`config.mk`:
```
export PLATFORM = sky130hd
export DESIGN_NAME = rho_pi_inv_serial
export DESIGN_NICKNAME = d
export VERILOG_FILES = /design/src/rtl/rho_pi_inv_serial.sv
export SDC_FILE = /design/constraint.sdc
export NUM_CORES = 2
export LEC_CHECK = 0
export ABC_AREA = 1
export CORE_MARGIN = 2
export CORE_UTILIZATION = 45
export CTS_BUF_LIST = sky130_fd_sc_hd__clkbuf_2
export DETAILED_ROUTE_END_ITERATION = 10
export GPL_TIMING_DRIVEN = 0
export PLACE_DENSITY = 0.65
export SLEW_MARGIN = 20
export SYNTH_ARGS = -nofsm -noshare
export SYNTH_HDL_FRONTEND = slang
export SYNTH_SLANG_ARGS = --single-unit
```
`constraint.sdc`:
```
create_clock -name clk -period 8.1 [get_ports clk]
set_input_delay 1.62 -clock clk [delete_from_list [all_inputs] [get_ports clk]]
set_output_delay 1.62 -clock clk [all_outputs]
set_load 0.01 [all_outputs]
```
`src/rtl/rho_pi_inv_serial.sv`:
```
// Lane-serial inverse of the Keccak rho+pi step: buffers 25 post-rho-pi lanes,
// then streams the pre-rho-pi state back out in lane index order.
module rho_pi_inv_serial #(
    parameter bit BYPASS_RHO = 1'b0
) (
    input  logic        clk,
    input  logic        rst_n,
    input  logic        s_valid,
    output logic        s_ready,
    input  logic [63:0] s_data,
    output logic        m_valid,
    input  logic        m_ready,
    output logic [63:0] m_data,
    output logic        m_last,
    output logic        busy
);

    localparam logic [0:0] FILL  = 1'b0;
    localparam logic [0:0] DRAIN = 1'b1;

    logic [0:0]  state;
    logic [4:0]  wr_cnt;
    logic [4:0]  rd_cnt;
    logic [63:0] lanes [25];
    logic        in_hs;
    logic        out_hs;
    logic [4:0]  rd_src;
    logic [5:0]  rd_rot;

    // Buffer index holding the source of output lane m (inverse pi).
    function automatic logic [4:0] src_lane(input logic [4:0] m);
        logic [4:0] s;
        case (m)
            5'd0:  s = 5'd0;   5'd1:  s = 5'd10;  5'd2:  s = 5'd20;  5'd3:  s = 5'd5;
            5'd4:  s = 5'd15;  5'd5:  s = 5'd16;  5'd6:  s = 5'd1;   5'd7:  s = 5'd11;
            5'd8:  s = 5'd21;  5'd9:  s = 5'd6;   5'd10: s = 5'd7;   5'd11: s = 5'd17;
            5'd12: s = 5'd2;   5'd13: s = 5'd12;  5'd14: s = 5'd22;  5'd15: s = 5'd23;
            5'd16: s = 5'd8;   5'd17: s = 5'd18;  5'd18: s = 5'd3;   5'd19: s = 5'd13;
            5'd20: s = 5'd14;  5'd21: s = 5'd24;  5'd22: s = 5'd9;   5'd23: s = 5'd19;
            5'd24: s = 5'd4;
            default: s = 5'd0;
        endcase
        return s;
    endfunction

    // Right-rotation that undoes the rho offset of output lane m.
    function automatic logic [5:0] rot_amt(input logic [4:0] m);
        logic [5:0] k;
        case (m)
            5'd0:  k = 6'd0;   5'd1:  k = 6'd1;   5'd2:  k = 6'd62;  5'd3:  k = 6'd28;
            5'd4:  k = 6'd27;  5'd5:  k = 6'd36;  5'd6:  k = 6'd44;  5'd7:  k = 6'd6;
            5'd8:  k = 6'd55;  5'd9:  k = 6'd20;  5'd10: k = 6'd3;   5'd11: k = 6'd10;
            5'd12: k = 6'd43;  5'd13: k = 6'd25;  5'd14: k = 6'd39;  5'd15: k = 6'd41;
            5'd16: k = 6'd45;  5'd17: k = 6'd15;  5'd18: k = 6'd21;  5'd19: k = 6'd8;
            5'd20: k = 6'd18;  5'd21: k = 6'd2;   5'd22: k = 6'd61;  5'd23: k = 6'd56;
            5'd24: k = 6'd14;
            default: k = 6'd0;
        endcase
        return k;
    endfunction

    function automatic logic [63:0] rotr(input logic [63:0] x, input logic [5:0] k);
        logic [127:0] d;
        d = {x, x} >> k;
        return d[63:0];
    endfunction

    // Outputs are gated by rst_n so they read idle for the whole reset cycle.
    assign s_ready = rst_n && (state == FILL);
    assign m_valid = rst_n && (state == DRAIN);
    assign m_last  = m_valid && (rd_cnt == 5'd24);
    assign busy    = rst_n && ((state == DRAIN) || (wr_cnt != 5'd0));
    assign in_hs   = s_valid && s_ready;
    assign out_hs  = m_valid && m_ready;

    always_comb begin
        rd_src = src_lane(rd_cnt);
        rd_rot = BYPASS_RHO ? 6'd0 : rot_amt(rd_cnt);
        m_data = '0;
        if (m_valid) begin
            m_data = rotr(lanes[rd_src], rd_rot);
        end
    end

    always_ff @(posedge clk) begin
        if (in_hs) begin
            lanes[wr_cnt] <= s_data;
        end
    end

    always_ff @(posedge clk) begin
        if (!rst_n) begin
            state  <= FILL;
            wr_cnt <= '0;
            rd_cnt <= '0;
        end else if (state == FILL) begin
            if (in_hs) begin
                if (wr_cnt == 5'd24) begin
                    wr_cnt <= '0;
                    rd_cnt <= '0;
                    state  <= DRAIN;
                end else begin
                    wr_cnt <= wr_cnt + 5'd1;
                end
            end
        end else begin
            if (out_hs) begin
                if (rd_cnt == 5'd24) begin
                    rd_cnt <= '0;
                    state  <= FILL;
                end else begin
                    rd_cnt <= rd_cnt + 5'd1;
                end
            end
        end
    end

endmodule

```
==> load_flow_metrics.sql <==
INSERT INTO impl_metrics (metric_group, metric, value, unit) VALUES
('outcome', 'outcome', 'finished with violations', ''),
('outcome', 'violations', 'negative setup slack', ''),
('sta', 'fmaxAchievable', '122', 'MHz'),
('min_path', 'timing.hold.worst.class', 'primary input to register', ''),
('synth', 'yosys.area.top_type', 'edfxtp_1', ''),
('route', 'route.detailed.vias_per_inst', '5.95', ''),
('grt', 'via_count_of_the_first_global_routing_pass', '53300', ''),
('route', 'finalWirelength', '284000', 'um'),
('synth', 'ys_ff_latch', '1622', ''),
('pwr', 'switching_share', '24.6', '%'),
('synth', 'synth.net_count', '6793', ''),
('floorplan', 'die_height', '401', 'um'),
('route', 'drt_pass1_iterations', '8', ''),
('route', 'drcViolationCount', '0', ''),
('route', 'routed-via-count', '57700', ''),
('synth', 'synth.top_cells.by_area', 'edfxtp_1, nand3_1, nand2_1, nor2_1, inv_1', ''),
('synth', 'yosysWarningCount', '0', ''),
('sta', 'min_period', '8190', 'ps'),
('setup_path', 'setup.worst_path.class', 'register to output pin', ''),
('final_layout', 'postLayoutCellArea', '80300', 'sq um'),
('synth', 'netlist-cell-type-count', '35', ''),
('setup_path', 'path_common_cell', 'nand3_1', ''),
('cts', 'cts_tree', 'done', ''),
('cts', 'cts_root_buf', 'clkbuf_2', ''),
('cts', 'cts-htree-levels', '5', ''),
('final_layout', 'finalNonFillerCells', '9694', ''),
('cts', 'cts.reportedPaths.clkPinSlew', '110', 'ps'),
('synth', 'synthDominantCellAreaShare', '67.7', '%'),
('sta', 'rsz0062_at_grt', 'true', ''),
('grt', 'grt_overall_usage', '34.6', '%'),
('cts', 'cts-hold-fix-buffers', '0', ''),
('synth', 'most_numerous_cell_types_in_the_synthesized_netlist', 'nand2_1, nand3_1, edfxtp_1', ''),
('sta', 'report.final.setup_viol', '20', ''),
('pwr', 'power_frac_seq', '61.8', '%'),
('pwr', 'share_comb_of_total_power', '2.9', '%'),
('final_layout', 'layout-drive-gt1-share', '14.0', '%'),
('floorplan', 'die_area', '161000', 'sq um'),
('synth', 'synth-edff-count', '1600', ''),
('pwr', 'power_per_cell_area', '186', 'nW/um^2'),
('final_layout', 'finish.net_count', '7443', ''),
('sta', 'worstMarginPinSlew', '1280', 'ps'),
('pwr', 'switchingPower', '3.68', 'mW'),
('grt', 'first_pass_grt_wire_length', '393000', 'um'),
('floorplan', 'design.portCount', '136', ''),
('setup_path', 'cp.required', '6480', 'ps'),
('cts', 'clock_sinks', '1622', ''),
('run', 'max-cap-violations', '0', ''),
('setup_path', 'setup.worst_path.end_class', 'output pin', ''),
('cts', 'clock_insertion_delay_worst_skew', '1940', 'ps'),
('sta', 'fin_worst_skew', '141', 'ps'),
('pwr', 'leakagePower', '30.4', 'nW'),
('sta', 'slew_viol_final', '0', ''),
('cts', 'post-cts-setup-buffer-count', '0', ''),
('sta', 'slack_of_the_critical_path', '-90.0', 'ps'),
('grt', 'initial_antenna_violation_count', '20', ''),
('cts', 'cts_max_path_buffers', '4', ''),
('placed_design', 'gpl.final_weighted_congestion', '0.986', ''),
('floorplan', 'core_area', '156000', 'sq um'),
('floorplan', 'start_util', '45.4', '%'),
('sta', 'period_share', '101', '%'),
('synth', 'synth_seq_area_share', '68.3', '%'),
('grt', 'gr-total-overflow', '0', ''),
('floorplan', 'floorplan_row_count', '145', ''),
('synth', 'post_synth_inst_count', '6713', ''),
('grt', 'largest_net_degree_at_the_start_of_global_routing', '37', ''),
('synth', 'postSynth.topFlopCell', 'edfxtp_1', ''),
('setup_path', 'crit_chain', 'buf_2 > clkbuf_2 > buf_2 > nand3_1 > nand3_1 > nand3_1 > nand3_1 > nand3_1 > nand3_1 > nand3_1 > nand2_1 > nor2_1 > nor2_1 > clkdlybuf4s50_1', ''),
('final_layout', 'flow.area_growth_from_synthesis', '13.2', '%'),
('placed_design', 'dpl-instance-area', '76900', 'sq um'),
('pwr', 'ir_drop', '0.139', 'mV'),
('route', 'dr.first_iter.drc_count', '9096', '');
==> power by group through the flow <==
stage          logic, mW  clock network, mW  registers (mW)
6_report           0.435               5.29            9.25
5_1_grt            0.449               5.71            9.25
2_1_floorplan      0.119                  0            9.44
3_5_place_dp       0.424                  0            9.44
4_1_cts            0.426               5.28            9.25
3_3_place_gp       0.404                  0            9.45
==> sequential cells by signal, summed over array words and instances (netlist names) <==
register / count
rd_src: 5
rd_cnt: 5
state: 1
rd_rot: 6
wr_cnt: 5
lanes: 1600
==> cell type report <==
class / count / area [sq um]
fill: 14000 / 76100
inverter: 269 / 1020
clock inverter: 92 / 419
timing repair buffer: 232 / 3070
tap: 2058 / 2570
sequential: 1622 / 48500
clock buffer: 582 / 2910
antenna: 17 / 42.5
buffer: 428 / 2200
multi-input combinational: 4394 / 19600
==> layer usage <==
| metal | up-vias | part of all wire [%] | global-route usage [%] | routed length (um) |
|---|---|---|---|---|
| met4 | 8 | 5.7 | 17.3 | 16100 |
| li1 | 24900 | - | - | - |
| met3 | 764 | 13 | 8.28 | 35500 |
| met2 | 4231 | 43 | 51.5 | 123000 |
| met5 | - | 0.013 | 0 | 36 |
| met1 | 27800 | 38 | 47.5 | 109000 |
==> metrics by stage <==
stage               hold slack (ps)  util, %
floorplan                       503        -
global placement                528     47.9
detailed placement              554     49.2
CTS                             165     51.3
global route                    216     51.3
finish                          247     51.4
==> kinds of logic (layout without fill, tap and decap cells) <==
family | after synthesis | in the layout | synth area share (%)
adder cells (fa/ha/maj) | 12 | 12 | 0.212
buffers and inverters | 697 | 1603 | 4.38
AO/OA/AOI/OAI | 340 | 340 | 2.62
XOR/XNOR | 1 | 1 | 0.0123
flip-flops | 1622 | 1622 | 68.3
AND/OR/NAND/NOR | 4041 | 4041 | 24.4
other | 0 | 17 | 0
==> repair_timing <==
item	4_1_cts	5_1_grt
gates resized for setup	33	36
pin swaps	0	1
setup endpoints to repair	64	52
endpoints found under the hold margin	0	0
==> path summary, 6_finish.rpt <==
kind | slack, ps | from | depth (start not counted) | endpoint
worst max-delay path | -90 | rd_src[4] | 14 | m_data[0]
worst min-delay path | 250 | s_data[22] | 1 | lanes[23][22]
worst max register to register | 4600 | wr_cnt[4] | 12 | lanes[7][5]
worst min register to register | 570 | wr_cnt[1] | 2 | wr_cnt[1]
==> placed cells by master (no fill, tap or decap), types with 3 or more instances in the layout <==
cell type and count:
clkbuf_1 99, a21oi_1 76, diode_2 17, nor2_2 3, o211ai_1 55, dfxtp_1 22
clkbuf_4 10, ha_1 12, nand4_1 3, clkdlybuf4s50_1 100, inv_2 13, inv_1 257
o21ai_4 3, clkinv_1 73, nand2_1 1802, buf_6 20, or2_1 10, nor2_4 22
nand3_1 1616, buf_2 181, o21ai_2 7, clkbuf_2 607, buf_16 26, clkinv_2 11
buf_12 50, buf_1 78, nor2_1 542, o21ai_1 91, buf_4 67, o21ai_0 102
or2_2 30, edfxtp_1 1600
==> worst max-delay path, delay by kind of cell, from the launching register on <==
| kind | cells | cell delay [ps] |
|---|---|---|
| simple gates | 10 | 2220 |
| flops | 1 | 540 |
| buf+inv | 4 | 1930 |
(Power assumes the default switching activity.)
